==> src/rtl/ram_port_arbiter_pkg.sv <==
// Shared constants and the read-tag type for the RAM port arbiter.
// Latency: n/a (types and constants only).
// Backpressure: n/a.
package ram_arb_pkg;

    localparam int RAM_AW = 9;
    localparam int RAM_DW = 8;
    localparam int CNT_W  = 16;
    localparam int RD_LAT = 2;
    // Requester index width; covers the largest legal NREQ of 8.
    localparam int IDX_W  = 3;

    typedef struct packed {
        logic             vld;
        logic [IDX_W-1:0] id;
    } rd_tag_t;

endpackage

==> src/rtl/ram_port_arbiter_if.sv <==
// Requester-side and RAM-side bundle for the RAM port arbiter.
// Latency: n/a (wiring only).
// Backpressure: req_valid/req_ready per requester; responses and the RAM side have none.
interface ram_port_arbiter_if
    import ram_arb_pkg::*;
#(
    parameter int NREQ = 4,
    parameter int AW   = RAM_AW,
    parameter int DW   = RAM_DW
);

    logic [NREQ-1:0]       req_valid;
    logic [NREQ-1:0]       req_ready;
    logic [NREQ-1:0]       req_we;
    logic [NREQ*AW-1:0]    req_addr;
    logic [NREQ*DW-1:0]    req_wdata;
    logic [NREQ-1:0]       rsp_valid;
    logic [DW-1:0]         rsp_rdata;
    logic [AW-1:0]         ram_addr;
    logic [DW-1:0]         ram_wdata;
    logic                  ram_we;
    logic [DW-1:0]         ram_q;
    logic [NREQ*CNT_W-1:0] grant_cnt;

    // Requesters plus the RAM model: drive requests and RAM read data.
    modport master (
        output req_valid, req_we, req_addr, req_wdata, ram_q,
        input  req_ready, rsp_valid, rsp_rdata, ram_addr, ram_wdata, ram_we, grant_cnt
    );

    // The arbiter itself.
    modport slave (
        input  req_valid, req_we, req_addr, req_wdata, ram_q,
        output req_ready, rsp_valid, rsp_rdata, ram_addr, ram_wdata, ram_we, grant_cnt
    );

endinterface

==> src/rtl/ram_port_arbiter_rr.sv <==
// Round-robin pick: first set request at or above the pointer, wrapping modulo NREQ.
// Latency: combinational.
// Backpressure: none; the grant depends only on the request vector and the pointer.
module rr_arbiter
    import ram_arb_pkg::*;
#(
    parameter int NREQ = 4
) (
    input  logic [NREQ-1:0]  i_req,
    input  logic [IDX_W-1:0] i_ptr,
    output logic [NREQ-1:0]  o_grant,
    output logic [IDX_W-1:0] o_idx,
    output logic             o_any
);

    // Walk the requests in priority order starting at the pointer; the first hit wins.
    always_comb begin
        o_grant = '0;
        o_idx   = '0;
        o_any   = 1'b0;
        for (int k = 0; k < NREQ; k++) begin
            automatic int w_cand = int'(i_ptr) + k;
            if (w_cand >= NREQ) begin
                w_cand = w_cand - NREQ;
            end
            // Constant indices only: compare every slot against the candidate.
            for (int j = 0; j < NREQ; j++) begin
                if (!o_any && (j == w_cand) && i_req[j]) begin
                    o_any      = 1'b1;
                    o_grant[j] = 1'b1;
                    o_idx      = IDX_W'(j);
                end
            end
        end
    end

endmodule

==> src/rtl/ram_port_arbiter.sv <==
// Shares one synchronous RAM port between NREQ requesters, round-robin; optional grant stats (RAM_ARB_STATS_EN).
// Latency: request to registered RAM command 1 cycle; read accept to rsp_valid exactly 2 cycles.
// Backpressure: at most one req_ready per cycle; responses cannot be stalled.
module ram_port_arbiter
    import ram_arb_pkg::*;
#(
    parameter int NREQ = 4,
    parameter int AW   = RAM_AW,
    parameter int DW   = RAM_DW
) (
    input  logic              clk,
    input  logic              rst_n,
    ram_port_arbiter_if.slave bus
);

    generate
        if (NREQ < 2 || NREQ > 8) begin : g_bad_nreq
            $error("ram_port_arbiter: NREQ must be in 2..8");
        end
    endgenerate

    logic [IDX_W-1:0] r_ptr;
    logic [NREQ-1:0]  w_grant;
    logic [IDX_W-1:0] w_idx;
    logic             w_any;
    logic [AW-1:0]    w_sel_addr;
    logic [DW-1:0]    w_sel_wdata;
    logic             w_sel_we;
    logic [AW-1:0]    r_ram_addr;
    logic [DW-1:0]    r_ram_wdata;
    logic             r_ram_we;
    rd_tag_t          r_tag [RD_LAT];
    logic [NREQ-1:0]  w_rsp_valid;

    rr_arbiter #(.NREQ(NREQ)) u_rr (
        .i_req   (bus.req_valid),
        .i_ptr   (r_ptr),
        .o_grant (w_grant),
        .o_idx   (w_idx),
        .o_any   (w_any)
    );

    assign bus.req_ready = w_grant;

    // One-hot mux of the winner's command fields.
    always_comb begin
        w_sel_addr  = '0;
        w_sel_wdata = '0;
        w_sel_we    = 1'b0;
        for (int i = 0; i < NREQ; i++) begin
            if (w_grant[i]) begin
                w_sel_addr  = bus.req_addr[i*AW +: AW];
                w_sel_wdata = bus.req_wdata[i*DW +: DW];
                w_sel_we    = bus.req_we[i];
            end
        end
    end

    // Pointer moves to the slot just past the winner; idle cycles leave it alone.
    always_ff @(posedge clk or negedge rst_n) begin
        if (!rst_n) begin
            r_ptr <= '0;
        end else if (w_any) begin
            r_ptr <= (w_idx == IDX_W'(NREQ - 1)) ? '0 : w_idx + IDX_W'(1);
        end
    end

    // Issue stage: register the granted command; address/data hold when idle so the RAM sees no glitches.
    always_ff @(posedge clk or negedge rst_n) begin
        if (!rst_n) begin
            r_ram_addr  <= '0;
            r_ram_wdata <= '0;
            r_ram_we    <= 1'b0;
        end else if (w_any) begin
            r_ram_addr  <= w_sel_addr;
            r_ram_wdata <= w_sel_wdata;
            r_ram_we    <= w_sel_we;
        end else begin
            r_ram_we    <= 1'b0;
        end
    end

    assign bus.ram_addr  = r_ram_addr;
    assign bus.ram_wdata = r_ram_wdata;
    assign bus.ram_we    = r_ram_we;

    // Read tags travel alongside the command; the last stage lines up with the RAM output register.
    always_ff @(posedge clk or negedge rst_n) begin
        if (!rst_n) begin
            for (int k = 0; k < RD_LAT; k++) begin
                r_tag[k] <= '0;
            end
        end else begin
            r_tag[0] <= '{vld: w_any & ~w_sel_we, id: w_idx};
            for (int k = 1; k < RD_LAT; k++) begin
                r_tag[k] <= r_tag[k-1];
            end
        end
    end

    // Decode the returning tag to a one-hot response strobe; data is the raw RAM output.
    always_comb begin
        w_rsp_valid = '0;
        for (int i = 0; i < NREQ; i++) begin
            if (r_tag[RD_LAT-1].vld && (r_tag[RD_LAT-1].id == IDX_W'(i))) begin
                w_rsp_valid[i] = 1'b1;
            end
        end
    end

    assign bus.rsp_valid = w_rsp_valid;
    assign bus.rsp_rdata = bus.ram_q;

`ifdef RAM_ARB_STATS_EN
    logic [CNT_W-1:0] r_cnt [NREQ];

    // Saturating per-requester grant counters, cleared only by reset.
    always_ff @(posedge clk or negedge rst_n) begin
        if (!rst_n) begin
            for (int i = 0; i < NREQ; i++) begin
                r_cnt[i] <= '0;
            end
        end else begin
            for (int i = 0; i < NREQ; i++) begin
                if (w_grant[i] && (r_cnt[i] != {CNT_W{1'b1}})) begin
                    r_cnt[i] <= r_cnt[i] + CNT_W'(1);
                end
            end
        end
    end

    // Flatten the counters onto the stats port.
    always_comb begin
        bus.grant_cnt = '0;
        for (int i = 0; i < NREQ; i++) begin
            bus.grant_cnt[i*CNT_W +: CNT_W] = r_cnt[i];
        end
    end
`else
    assign bus.grant_cnt = '0;
`endif

endmodule

==> src/flat_wrapper.sv <==
// flat-port wrapper written by rule: the top's interface ports become plain ports
module ram_port_arbiter_flat import ram_arb_pkg::*;
#(
    parameter int NREQ = 4,
    parameter int AW   = RAM_AW,
    parameter int DW   = RAM_DW
)
  (clk, rst_n, bus_req_valid, bus_req_we, bus_req_addr, bus_req_wdata, bus_ram_q, bus_req_ready, bus_rsp_valid, bus_rsp_rdata, bus_ram_addr, bus_ram_wdata, bus_ram_we, bus_grant_cnt);
  ram_port_arbiter_if #(.NREQ(NREQ), .AW(AW), .DW(DW)) bus_i ();
  input  logic clk;
  input  logic rst_n;
  input wire logic [$bits(bus_i.req_valid)-1:0] bus_req_valid;
  input wire logic [$bits(bus_i.req_we)-1:0] bus_req_we;
  input wire logic [$bits(bus_i.req_addr)-1:0] bus_req_addr;
  input wire logic [$bits(bus_i.req_wdata)-1:0] bus_req_wdata;
  input wire logic [$bits(bus_i.ram_q)-1:0] bus_ram_q;
  output wire logic [$bits(bus_i.req_ready)-1:0] bus_req_ready;
  output wire logic [$bits(bus_i.rsp_valid)-1:0] bus_rsp_valid;
  output wire logic [$bits(bus_i.rsp_rdata)-1:0] bus_rsp_rdata;
  output wire logic [$bits(bus_i.ram_addr)-1:0] bus_ram_addr;
  output wire logic [$bits(bus_i.ram_wdata)-1:0] bus_ram_wdata;
  output wire logic [$bits(bus_i.ram_we)-1:0] bus_ram_we;
  output wire logic [$bits(bus_i.grant_cnt)-1:0] bus_grant_cnt;
  assign bus_i.req_valid = bus_req_valid;
  assign bus_i.req_we = bus_req_we;
  assign bus_i.req_addr = bus_req_addr;
  assign bus_i.req_wdata = bus_req_wdata;
  assign bus_i.ram_q = bus_ram_q;
  assign bus_req_ready = bus_i.req_ready;
  assign bus_rsp_valid = bus_i.rsp_valid;
  assign bus_rsp_rdata = bus_i.rsp_rdata;
  assign bus_ram_addr = bus_i.ram_addr;
  assign bus_ram_wdata = bus_i.ram_wdata;
  assign bus_ram_we = bus_i.ram_we;
  assign bus_grant_cnt = bus_i.grant_cnt;
  ram_port_arbiter #(.NREQ(NREQ), .AW(AW), .DW(DW)) u_core (.clk(clk), .rst_n(rst_n), .bus(bus_i));
endmodule
==> config.mk <==
export PLATFORM = sky130hd
export DESIGN_NAME = ram_port_arbiter_flat
export DESIGN_NICKNAME = d
export VERILOG_FILES = /design/src/rtl/ram_port_arbiter_pkg.sv /design/src/rtl/ram_port_arbiter_if.sv /design/src/rtl/ram_port_arbiter_rr.sv /design/src/rtl/ram_port_arbiter.sv /design/src/flat_wrapper.sv
export SDC_FILE = /design/constraint.sdc
export NUM_CORES = 1
export LEC_CHECK = 0
export CORE_MARGIN = 10
export CORE_UTILIZATION = 34
export CTS_CLUSTER_SIZE = 25
export DETAILED_ROUTE_END_ITERATION = 8
export PLACE_DENSITY = 0.86
export SYNTH_ARGS = -nofsm -noshare
export SYNTH_HDL_FRONTEND = slang
export SYNTH_SLANG_ARGS = --single-unit
==> constraint.sdc <==
create_clock -name clk -period 5.6 [get_ports clk]
set_clock_uncertainty 0.05 [all_clocks]
set_input_delay 0.84 -clock clk [delete_from_list [all_inputs] [get_ports clk]]
set_output_delay 0.84 -clock clk [all_outputs]
set_load 0.05 [all_outputs]
; After elaboration in Yosys (flattened, before gate mapping)
; Index checks and enable logic that the tools add are counted.
[word_totals]
ff_bits = 29
word_cells = 161
[classes]
addsub = 8
order_cmp = 4
n_eq_ne = 16
n_mux = 68
bitwise_logic = 2
reduce_logical = 55
[ops]
columns = operator, count
row1 = $eq A3 B32 Y1 const A, 8
row2 = $eq A2 B32 Y1 const A, 4
row3 = $logic_not A32 Y1, 4
row4 = $mux W32, 4
row5 = $mux W3, 15
row6 = $mux W1, 41
row7 = $mux W9, 4
row8 = $logic_and A1 B1 Y1, 35
row9 = $mux W8, 4
row10 = $logic_not A1 Y1, 15
row11 = $sub A4 B3 Y5 const B, 3
row12 = $ge A4 B3 Y1 const B, 3
row13 = $eq A3 B2 Y1 const B, 3
row14 = $add A3 B2 Y4 const B, 2
row15 = $add A3 B1 Y4 const B, 1
row16 = $sub A3 B3 Y4 const B, 1
row17 = $add A3 B1 Y3 const B, 1
row18 = $eq A3 B1 Y1 const B, 1
row19 = $ge A3 B3 Y1 const B, 1
row20 = $logic_not A3 Y1, 1
row21 = $and A1 B1 Y1, 1
row22 = $not A1 Y1, 1

; Longest topological paths before layout
[logic_depth]
depth_word = 68
mapped_depth = 8
depth_no_buf = 7

; Modules after synthesis
; A second synthesis with hierarchy kept.
[unflattened]
cells_unflattened = 282
hier_area_um2 = 2508.7
[modules_own_cells]
columns = module, instances, cells_per_inst, area_each_um2, seq_area_each_um2
row1 = ram_port_arbiter, 1, 240, 2195.9, 725.7
row2 = rr_arbiter, 1, 42, 312.8, 0.0

; Worst setup path after synthesis
; Ideal clock, no wire load.
[synth_timing]
path_type = in2out
startpoint = in bus_req_valid[3]
endpoint = out bus_req_ready[3]
arrival_ns = 1.882
required_ns = 4.710
slack_ns = 2.828
path_stages = 6
path_buffers = 3
path_cell_list = buf_2 inv_1 a211o_1 buf_4 buf_6 inv_1
[synth_between]
elab_chain_len = 50
word_cells_on_any_way = 53
cone_classes = mux (16) / reduce/logical (37)
[synth_rtl]
columns = item, line_no
row1 = from (decl), flat_wrapper.sv:12  ; input wire logic [$bits(bus_i.req_valid)-1:0] bus_req_valid;
row2 = $logic_and A1 B1 Y1, ram_port_arbiter_rr.sv:28  ; if (!o_any && (j == w_cand) && i_req[j]) begin
row3 = $mux W1, ram_port_arbiter_rr.sv:28
row4 = $logic_not A1 Y1, ram_port_arbiter_rr.sv:28
row5 = $logic_and A1 B1 Y1 (2 in a row), ram_port_arbiter_rr.sv:28
row6 = $mux W1, ram_port_arbiter_rr.sv:28
row7 = $logic_not A1 Y1, ram_port_arbiter_rr.sv:28
row8 = $logic_and A1 B1 Y1 (2 in a row), ram_port_arbiter_rr.sv:28
row9 = $mux W1, ram_port_arbiter_rr.sv:28
row10 = [... 29 more ...], n/a
row11 = $logic_and A1 B1 Y1 (2 in a row), ram_port_arbiter_rr.sv:28
row12 = $mux W1, ram_port_arbiter_rr.sv:28
row13 = $logic_not A1 Y1, ram_port_arbiter_rr.sv:28
row14 = $logic_and A1 B1 Y1 (2 in a row), ram_port_arbiter_rr.sv:28
row15 = $mux W1, ram_port_arbiter_rr.sv:28
row16 = $logic_not A1 Y1, ram_port_arbiter_rr.sv:28
row17 = $logic_and A1 B1 Y1 (2 in a row), ram_port_arbiter_rr.sv:28
row18 = $mux W1 *, ram_port_arbiter_rr.sv:28
row19 = to (decl), flat_wrapper.sv:17  ; output wire logic [$bits(bus_i.req_ready)-1:0] bus_req_ready;
; Every way passes the cells marked *; elsewhere a longest branch is shown, timed or not.

; Worst setup path after layout
[layout_timing]
startpoint = in bus_req_valid[1]
endpoint = out bus_req_ready[0]
[layout_between]
elab_chain_len = 46
word_cells_on_any_way = 48
cone_classes = mux (14) / reduce/logical (34)
[layout_rtl]
columns = item, line_no
row1 = $logic_and A1 B1 Y1, ram_port_arbiter_rr.sv:28
row2 = $mux W1, ram_port_arbiter_rr.sv:28
row3 = $logic_not A1 Y1, ram_port_arbiter_rr.sv:28
row4 = $logic_and A1 B1 Y1 (2 in a row), ram_port_arbiter_rr.sv:28
row5 = $mux W1, ram_port_arbiter_rr.sv:28
row6 = $logic_not A1 Y1, ram_port_arbiter_rr.sv:28
row7 = $logic_and A1 B1 Y1 (2 in a row), ram_port_arbiter_rr.sv:28
row8 = $mux W1, ram_port_arbiter_rr.sv:28
row9 = [... 25 more ...], n/a
row10 = $logic_and A1 B1 Y1 (2 in a row), ram_port_arbiter_rr.sv:28
row11 = $mux W1, ram_port_arbiter_rr.sv:28
row12 = $logic_not A1 Y1, ram_port_arbiter_rr.sv:28
row13 = $logic_and A1 B1 Y1 (2 in a row), ram_port_arbiter_rr.sv:28
row14 = $mux W1, ram_port_arbiter_rr.sv:28
row15 = $logic_not A1 Y1, ram_port_arbiter_rr.sv:28
row16 = $logic_and A1 B1 Y1 (2 in a row), ram_port_arbiter_rr.sv:28
row17 = $mux W1 *, ram_port_arbiter_rr.sv:28
; Marked as above.

==> flow_summary.toml <==
[synthesis]
synth-async-reset-ratio_pct = 100
netlist-cell-type-count = 38
mappedNetlistArea_mm2 = 0.00209
ys_ff_latch = 26
synth-edff-count = 0
synth_ff_type = "dfrtp_1"
syn_inst = 235
synth_sequential_area_ratio_pct = 31.1
syn-mean-instance-area_um2 = 8.89
yosysWarningCount = 0

[clock_tree]
cts.hold.buffers_added = 0
cts_buffers = 3
cts.repair_timing.setup_buffer_count = 0
clk_latency_worst_skew_pair_ns = 0.26
clkTransAtPathRegs_ns = 0.09
cts_tree = "built"
root_buffer = "clkbuf_8"
clock_sink_count = 26
clock_tree.buffer_depth = 2
cts.htree.levels = 1
number_of_gates_resized_after_cts = 0

[floorplan]
core.rowCount = 28
vert_die_dim_um = 98.4
floorplan.die.width_um = 98.4
floorplan.initialDensity_pct = 35.1
die_area_mm2 = 0.00968
number_of_ports_placed_on_the_die_boundary = 184
core_mm2 = 0.00596

[routing]
drtAntennaViolNets = 0
detailroute.via_count = 1855
remaining_drc_errors = 0
vias_per_cell = 4.66
firstDrtPassIters = 4
detail_route.wirelength.met1_mm = 2.30
met2WireLength_mm = 3.58
drt-initial-drc-count = 92
highest-signal-layer = "met4"
met3WireLength_um = 902
avgRoutedWirePerCell_um = 17.2
wirelength_mm = 6.86

[layout]
num-nets-final = 412
final_layout_size_suffix_gt1_share_pct = 7.43
fillers = 573
finalCoreUtilization_pct = 48.4
flow.area_growth_from_synthesis_pct = 38.1
antenna_cells = 0

[worst_setup_path]
path_class = "input port to primary output"
cpMostUsedCell = "clkdlybuf4s50_1"
cpMaxStageDelayCell = "clkdlybuf4s50_1"
max_stage_delay_ns = 0.87
worst_ep_required_time_ns = 4.71
worstPathMaxFanout = 19
critPathArrivalTime_ns = 3.05
worst-r2r-setup-slack_ns = 3.65
reg2reg_to = "u_core.r_ptr[0]"
worst_r2r_startpoint = "u_core.r_ptr[1]"
worstSetupEndpointType = "primary output"
depth_of_the_most_critical_reg_to_reg_path = 7
worstSetupStartpointType = "input port"
crit_chain = "clkdlybuf4s50_1 > nor2_2 > a21oi_1 > o32ai_4 > buf_4 > clkdlybuf4s50_1"

[sta]
setup_tns_ns = 0
setup_viol = 0
final_cycle_share_pct = 70.3
achievable_freq_ghz = 0.254
number_of_max_slew_violations_in_the_final_report = 0
hold_violations = 0
tightestPinTransition_ns = 0.876
period_needed_ns = 3.94
max-slew-margin-rel_pct = 41.6
rsz0062_at_grt = "false"

[place]
place_congestion = 0.801
placement.io_buffers = 103
hpwl_mm = 5.66

[power_and_ir_drop]
peak_vdd_ir_uv = 251
power-per-cell-area_mw_per_mm2 = 490
leakagePower_nw = 1.21

[grt]
total_grt_usage_pct = 13.3
grt_pass1_wl_mm = 10.8
grt_antenna_before_repair = 0
grt_remaining_overflow = 0
vias_in_the_first_global_route = 2155
grt_max_degree = 27

[worst_hold_path]
hold_path.class = "flop to flop"
hold_path_depth = 0
timing.hold.worst_endpoint = "u_core.r_tag[1]"
hp_start = "u_core.r_tag[5]"

[job]
cap_viol_max_count = 0

[run_status]
outcome = "finished, final reports clean"
-- layer usage --
metal | up-vias | GRT usage, %
met4 | 0 | 3.42
met2 | 110 | 25.1
met5 | - | 0
met1 | 864 | 11.9
li1 | 871 | -
met3 | 10 | 7.54
-- layout by cell type, fill, tap and decap left out, drive strengths merged, types with 2 or more instances in the layout --
master	Yosys	final
a211oi	2	2
a21oi	6	6
a22oi	16	16
a31oi	16	16
buf	84	4
clkbuf	1	3
clkdlybuf4s50	0	103
conb	1	64
dfrtp	26	26
inv	6	6
nand2	24	24
nand2b	3	3
nor2	11	11
nor2b	3	3
o21a	2	2
o21ai	3	3
o22ai	17	17
-- cell type report --
cell class	instances	area (um2)	share of cell area, %
sequential	26	651	22.5
multi-input combinational	181	1020	35.2
clock buffer	3	41.3	1.43
inverter	6	22.5	0.781
tap	75	93.8	3.25
timing repair buffer	107	1060	36.8
-- critical path: cells and delay by family --
| family | cells | cell delay (ns) |
|---|---|---|
| and+or+nand+nor | 1 | 0.18 |
| AOI/OAI and AO/OA | 2 | 0.29 |
| buffers and inverters | 3 | 1.73 |
-- cells in the mapped netlist (all sizes together), types with 2 or more instances --
| master | n | share of area, % |
|---|---|---|
| inv | 6 | 1.1 |
| nand2 | 24 | 4.4 |
| o22ai | 17 | 5.1 |
| a21oi | 6 | 1.6 |
| o21a | 2 | 0.72 |
| o21ai | 3 | 0.72 |
| a31oi | 16 | 4.8 |
| buf | 84 | 30 |
| nor2 | 11 | 2.1 |
| a22oi | 16 | 7.9 |
| nor2b | 3 | 0.90 |
| a211oi | 2 | 0.72 |
| dfrtp | 26 | 31 |
| nand2b | 3 | 1.0 |
-- cell families (layout without fill, tap and decap cells) --
kind of cell / Yosys count / after routing / share of synthesized area, %
compound gates: 72 / 72 / 27.1
fa+ha+maj: 1 / 1 / 0.599
buf+inv: 91 / 116 / 31.6
flops: 26 / 26 / 31.1
other cells: 1 / 64 / 0.179
simple gates: 44 / 44 / 9.40
-- metrics by stage --
step / instance area [um2] / power (mW) / hold WS, ns / cells / worst slack (ns)
after floorplan: 2330 / 1.07 / 0.281 / 298 / 2.83
after global placement: 2840 / 1.30 / 0.283 / 395 / 1.70
after detailed placement: 2840 / 1.32 / 0.288 / 395 / 1.65
after CTS: 2890 / 1.42 / 0.308 / 398 / 1.65
after global routing: 2890 / 1.50 / 0.314 / 398 / 1.53
final: 2890 / 1.41 / 0.305 / 398 / 1.66
-- power breakdown --
part / total, mW / switching (mW) / internal (mW) / leakage [nW]
Clock: 0.104 / 0.0561 / 0.0481 / 0.0216
Sequential: 0.352 / 0.0699 / 0.282 / 0.306
Combinational: 0.959 / 0.643 / 0.316 / 0.885
Total: 1.41 / 0.769 / 0.646 / 1.21
-- worst max path at each step --
| stage | from | end | slack [ns] |
|---|---|---|---|
| after floorplan | bus_req_valid[3] | bus_req_ready[3] | 2.83 |
| after global placement | bus_req_valid[2] | bus_req_ready[2] | 1.70 |
| after detailed placement | bus_req_valid[2] | bus_req_ready[2] | 1.65 |
| after CTS | bus_req_valid[1] | bus_req_ready[0] | 1.65 |
| after global routing | bus_req_valid[2] | bus_req_ready[2] | 1.53 |
| final | bus_req_valid[1] | bus_req_ready[0] | 1.66 |
-- sequential cells by signal, summed over array words and instances (netlist names) --
signal / flops
u_core.bus.ram_addr: 9
u_core.bus.ram_wdata: 8
u_core.bus.ram_we: 1
u_core.r_ptr: 2
u_core.r_tag: 6
Power figures use the tool's default switching activity.
